[src/rtl/dregister_pipe_if.sv]
// Handshake bundle for dregister_pipe: upstream push side, downstream pop side and occupancy.
// The i_flush signal exists only when DREGISTER_PIPE_FLUSH_EN is defined.
interface dregister_pipe_if #(
   parameter int WIDTH = 1,
   parameter int DEPTH = 2
);
   localparam int CW = $clog2(DEPTH + 1);

   logic [WIDTH-1:0] i_data;
   logic             i_valid;
   logic             o_ready;
   logic [WIDTH-1:0] o_data;
   logic             o_valid;
   logic             i_ready;
   logic [CW-1:0]    o_count;
`ifdef DREGISTER_PIPE_FLUSH_EN
   logic             i_flush;

   modport slave  (input  i_data, i_valid, i_ready, i_flush,
                   output o_ready, o_data, o_valid, o_count);
   modport master (output i_data, i_valid, i_ready, i_flush,
                   input  o_ready, o_data, o_valid, o_count);
`else
   modport slave  (input  i_data, i_valid, i_ready,
                   output o_ready, o_data, o_valid, o_count);
   modport master (output i_data, i_valid, i_ready,
                   input  o_ready, o_data, o_valid, o_count);
`endif
endinterface

[src/rtl/dregister_pipe.sv]
// Elastic DEPTH-stage register pipeline with per-stage valid bits and collapsing bubbles.
// Optional synchronous flush is enabled by defining DREGISTER_PIPE_FLUSH_EN.
module dregister_pipe #(
   parameter int WIDTH = 1,
   parameter int DEPTH = 2,
   parameter int CW    = $clog2(DEPTH + 1)
) (
   input logic             i_clk,
   input logic             i_rstn,
   dregister_pipe_if.slave bus
);
   logic [DEPTH-1:0] r_valid;
   logic [WIDTH-1:0] r_data [DEPTH];

   logic [DEPTH-1:0] w_rdy;
   logic [DEPTH-1:0] w_srcValid;
   logic [WIDTH-1:0] w_srcData [DEPTH];
   logic [CW-1:0]    w_count;
   logic             w_flush;

`ifdef DREGISTER_PIPE_FLUSH_EN
   assign w_flush = bus.i_flush;
`else
   assign w_flush = 1'b0;
`endif

   // A stage can load when it or any stage downstream of it is empty, or the sink is taking data.
   for (genvar k = 0; k < DEPTH; k++) begin : g_rdy
      assign w_rdy[k] = bus.i_ready | ~(&r_valid[DEPTH-1:k]);
   end

   always_comb begin
      w_srcValid[0] = bus.i_valid;
      w_srcData[0]  = bus.i_data;
      for (int k = 1; k < DEPTH; k++) begin
         w_srcValid[k] = r_valid[k-1];
         w_srcData[k]  = r_data[k-1];
      end
   end

   always_ff @(posedge i_clk or negedge i_rstn) begin
      if (!i_rstn) begin
         r_valid <= '0;
         for (int k = 0; k < DEPTH; k++) begin
            r_data[k] <= '0;
         end
      end else if (w_flush) begin
         r_valid <= '0;
      end else begin
         for (int k = 0; k < DEPTH; k++) begin
            if (w_rdy[k]) begin
               r_valid[k] <= w_srcValid[k];
               if (w_srcValid[k]) begin
                  r_data[k] <= w_srcData[k];
               end
            end
         end
      end
   end

   always_comb begin
      w_count = '0;
      for (int k = 0; k < DEPTH; k++) begin
         w_count = w_count + CW'(r_valid[k]);
      end
   end

   assign bus.o_ready = w_rdy[0] & ~w_flush;
   assign bus.o_valid = r_valid[DEPTH-1] & ~w_flush;
   assign bus.o_data  = r_data[DEPTH-1];
   assign bus.o_count = w_count;
endmodule
[src/flat_wrapper.sv]
// flat-port wrapper written by rule: the top's interface ports become plain ports
module dregister_pipe_flat 
#(
   parameter int WIDTH = 1,
   parameter int DEPTH = 2,
   parameter int CW    = $clog2(DEPTH + 1)
)
  (i_clk, i_rstn, bus_i_data, bus_i_valid, bus_i_ready, bus_o_ready, bus_o_data, bus_o_valid, bus_o_count);
  dregister_pipe_if #(.WIDTH(WIDTH), .DEPTH(DEPTH)) bus_i ();
  input logic i_clk;
  input logic i_rstn;
  input wire logic [$bits(bus_i.i_data)-1:0] bus_i_data;
  input wire logic [$bits(bus_i.i_valid)-1:0] bus_i_valid;
  input wire logic [$bits(bus_i.i_ready)-1:0] bus_i_ready;
  output wire logic [$bits(bus_i.o_ready)-1:0] bus_o_ready;
  output wire logic [$bits(bus_i.o_data)-1:0] bus_o_data;
  output wire logic [$bits(bus_i.o_valid)-1:0] bus_o_valid;
  output wire logic [$bits(bus_i.o_count)-1:0] bus_o_count;
  assign bus_i.i_data = bus_i_data;
  assign bus_i.i_valid = bus_i_valid;
  assign bus_i.i_ready = bus_i_ready;
  assign bus_o_ready = bus_i.o_ready;
  assign bus_o_data = bus_i.o_data;
  assign bus_o_valid = bus_i.o_valid;
  assign bus_o_count = bus_i.o_count;
  dregister_pipe #(.WIDTH(WIDTH), .DEPTH(DEPTH), .CW(CW)) u_core (.i_clk(i_clk), .i_rstn(i_rstn), .bus(bus_i));
endmodule
[config.mk]
export PLATFORM = sky130hd
export DESIGN_NAME = dregister_pipe_flat
export DESIGN_NICKNAME = d
export VERILOG_FILES = /design/src/rtl/dregister_pipe_if.sv /design/src/rtl/dregister_pipe.sv /design/src/flat_wrapper.sv
export SDC_FILE = /design/constraint.sdc
export NUM_CORES = 1
export LEC_CHECK = 0
export ABC_AREA = 1
export CORE_AREA = 3 3 40 42
export CTS_BUF_LIST = sky130_fd_sc_hd__clkbuf_2
export DETAILED_ROUTE_END_ITERATION = 7
export DIE_AREA = 0 0 43 45
export GPL_TIMING_DRIVEN = 0
export PLACE_DENSITY = 0.34
export SLEW_MARGIN = 10
export SYNTH_ARGS = -nofsm -noshare
export SYNTH_HDL_FRONTEND = slang
export SYNTH_SLANG_ARGS = --single-unit
[constraint.sdc]
create_clock -name i_clk -period 2.25 [get_ports i_clk]
set_clock_uncertainty 0.1 [all_clocks]
set_input_delay 0.225 -clock i_clk [delete_from_list [all_inputs] [get_ports i_clk]]
set_output_delay 0.225 -clock i_clk [all_outputs]
set_load 0.03 [all_outputs]
==> summary.md <==
| Metric | Value |
|---|---|
| Status | complete, no violations |
| Fin area | 298 sq um |
| Antenna-violating nets left | 0 |
| H-tree depth | 1 |
| Req. time, crit path | 1.92 ns |
| IO buf count | 9 |
| Final hold vios | 0 |
| Sink Count | 4 |
| Clock Latency Late Sink | 0.21 ns |
| Period utilisation layout | 86.1% |
| Worst Reg-to-Reg Cells | 5 |
| Worst-margin pin slew | 0.309 ns |
| Core area | 1280 sq um |
| Final WS setup | 0.313 ns |
| Antenna violations before repair | 0 |
| Area of the die | 1940 sq um |
| Clk buf depth | 2 |
| Post-Synthesis Net Count | 25 |
| Maximum vdd drop | 0.348 mV |
| Dpl hpwl | 319 um |
| Vias/cell | 3.59 |
| Critical Path Max Stage Delay | 0.68 ns |
| First-pass GRT wire length | 662 um |
| Critical R2R Launch | u_core.r_valid[1] |
| Post-CTS Hold Buffers | 0 |
| Worst hold slack | 0.112 ns |
| Pwr Total | 241 uW |
| Leak pwr | 0.000144 uW |
| Crit path launch type | flop |
| Via count | 165 |
| Area delta synth->final | 71.2% |
| CP max FO | 4 |
| Vias in the first global route | 153 |
| Min Tclk post-route | 1.94 ns |
| Site row count | 13 |
| Max cap viols | 0 |
| Die Y-Extent | 45 um |
| Largest net degree at the start of global routing | 5 |
| Reg2reg end | u_core.r_data[1] |
| WL final | 381 um |
| First drt pass iteration count | 2 |
| Worst Setup End Kind | primary output |
| Total GRT Usage | 5.60% |
| Pre-CTS setup slack | 0.411 ns |
| Antenna cell count | 0 |
| Wire per inst | 8.28 um |
| Synth warnings | 0 |
| TritonCTS buffer count | 3 |
| Die W | 43 um |
| Synth cell types | 8 |
| Initial Util | 13.5% |
| CP Data Arrival Time | 1.61 ns |
| GRT overflow | 0 |
| Slowest stage cell, crit path | clkdlybuf4s50_1 |
| Ordered list of cells on the worst path | ha_1, nand2_2, clkdlybuf4s50_1 |
| Cell count after synthesis | 19 |
| Kind of critical path | flop to primary output |
| PostCTS Resize Cnt | 0 |
| # setup viols final | 0 |
| Slew Limit Fails | 0 |
| Synthesized cell area | 174 sq um |
| Maximum operating frequency | 0.516 GHz |
| Nets | 39 |
| Reg2reg setup slack | 1.15 ns |
| DRC violations left | 0 |
| I/O Pins | 10 |
| Setup TNS | 0 ns |
| CTS tree | built |
| CTS Root Cell | clkbuf_2 |
| Gpl congestion | 0.589 |
| DR iter-0 viols | 1 |
| RSZ-0062 raised after global routing | false |
| Register bit total from synthesis | 4 |
| Clock-pin slew on the worst setup and hold paths | 0.05 ns |
| Dpl cell area | 283 sq um |
| Max-slew headroom | 79.3% |
| Post-synthesis sequential area ratio | 57.6% |
| Share of layout cells above drive strength 1 | 19.4% |
| Post-CTS Setup Bufs | 0 |
| Syn avg cell area | 9.15 sq um |
| Hold WC Path Type | input port to async pin |
| P per Cell Area | 810 nW/um^2 |
## where the power goes
group / leakage (uW) / internal [uW] / switching (uW)
Clock: 0.0000125 / 35.9 / 29.6
Sequential: 0.0000476 / 82.9 / 6.88
Combinational: 0.0000839 / 37.5 / 48.3
## cell usage after synthesis
library cell,number,area (sq um)
o21ai_1,1,5.00
dfrtp_1,4,100
nand2_2,2,12.5
inv_2,1,3.75
inv_1,1,3.75
nand3_1,2,10.0
ha_1,1,12.5
nand2_1,7,26.3
## metrics by stage
stage | utilization [%] | instances
2_1_floorplan | - | 19
3_3_place_gp | 22.0 | 43
3_5_place_dp | 22.0 | 43
4_1_cts | 23.2 | 46
5_1_grt | 23.2 | 46
6_report | 23.2 | 46
## cells in the final DEF (no fill, tap or decap)
cell type | netlist | routed
clkdlybuf4s50_1 | 0 | 9
nand2_1 | 7 | 7
dfrtp_1 | 4 | 4
clkbuf_2 | 0 | 3
nand2_2 | 2 | 2
nand3_1 | 2 | 2
inv_2 | 1 | 1
inv_1 | 1 | 1
o21ai_1 | 1 | 1
ha_1 | 1 | 1
## worst max-delay path by stage
stage / endpoint / cells past startpoint / from / slack [ns]
floorplan: u_core.r_valid[0] / 4 / u_core.r_valid[1] / 0.72
global placement: bus_o_ready / 4 / bus_i_ready / 0.42
detailed placement: bus_o_ready / 4 / bus_i_ready / 0.41
CTS: bus_o_ready / 3 / u_core.r_valid[1] / 0.29
global route: bus_o_ready / 3 / u_core.r_valid[0] / 0.22
finish: bus_o_ready / 3 / u_core.r_valid[1] / 0.31
## kinds of logic after synthesis
logic type | Yosys count | synth area share, %
fa+ha+maj | 1 | 7.19
simple gates | 11 | 28.1
flops | 4 | 57.6
compound gates | 1 | 2.87
buf+inv | 2 | 4.31
## layer usage
| layer | track usage, % | up-vias | wire length (um) |
|---|---|---|---|
| met4 | 3.61 | 0 | 0 |
| met3 | 7.17 | 0 | 72 |
| met1 | 5.35 | 71 | 160 |
| li1 | - | 83 | - |
| met5 | 0 | - | 0 |
| met2 | 6.29 | 11 | 149 |
## critical path: cells and delay by family, from the launching register on
family        cells  cell delay [ns]
flops             1             0.39
simple gates      1             0.11
fa+ha+maj         1             0.22
buf+inv           1             0.68
## layout make-up
type | count | area [sq um]
fillers | 147 | 987
well taps | 15 | 18.8
flip-flops and latches | 4 | 100
clock buffers | 3 | 15.0
multi-input cells | 13 | 66.3
inverters | 2 | 7.51
repair buffers | 9 | 90.1
## registers in the layout, indices dropped and copies added, names as in the netlist
name               cells
u_core.bus.o_data      1
u_core.r_data          1
u_core.r_valid         2
Note: power is estimated with default switching activity, not from simulation.
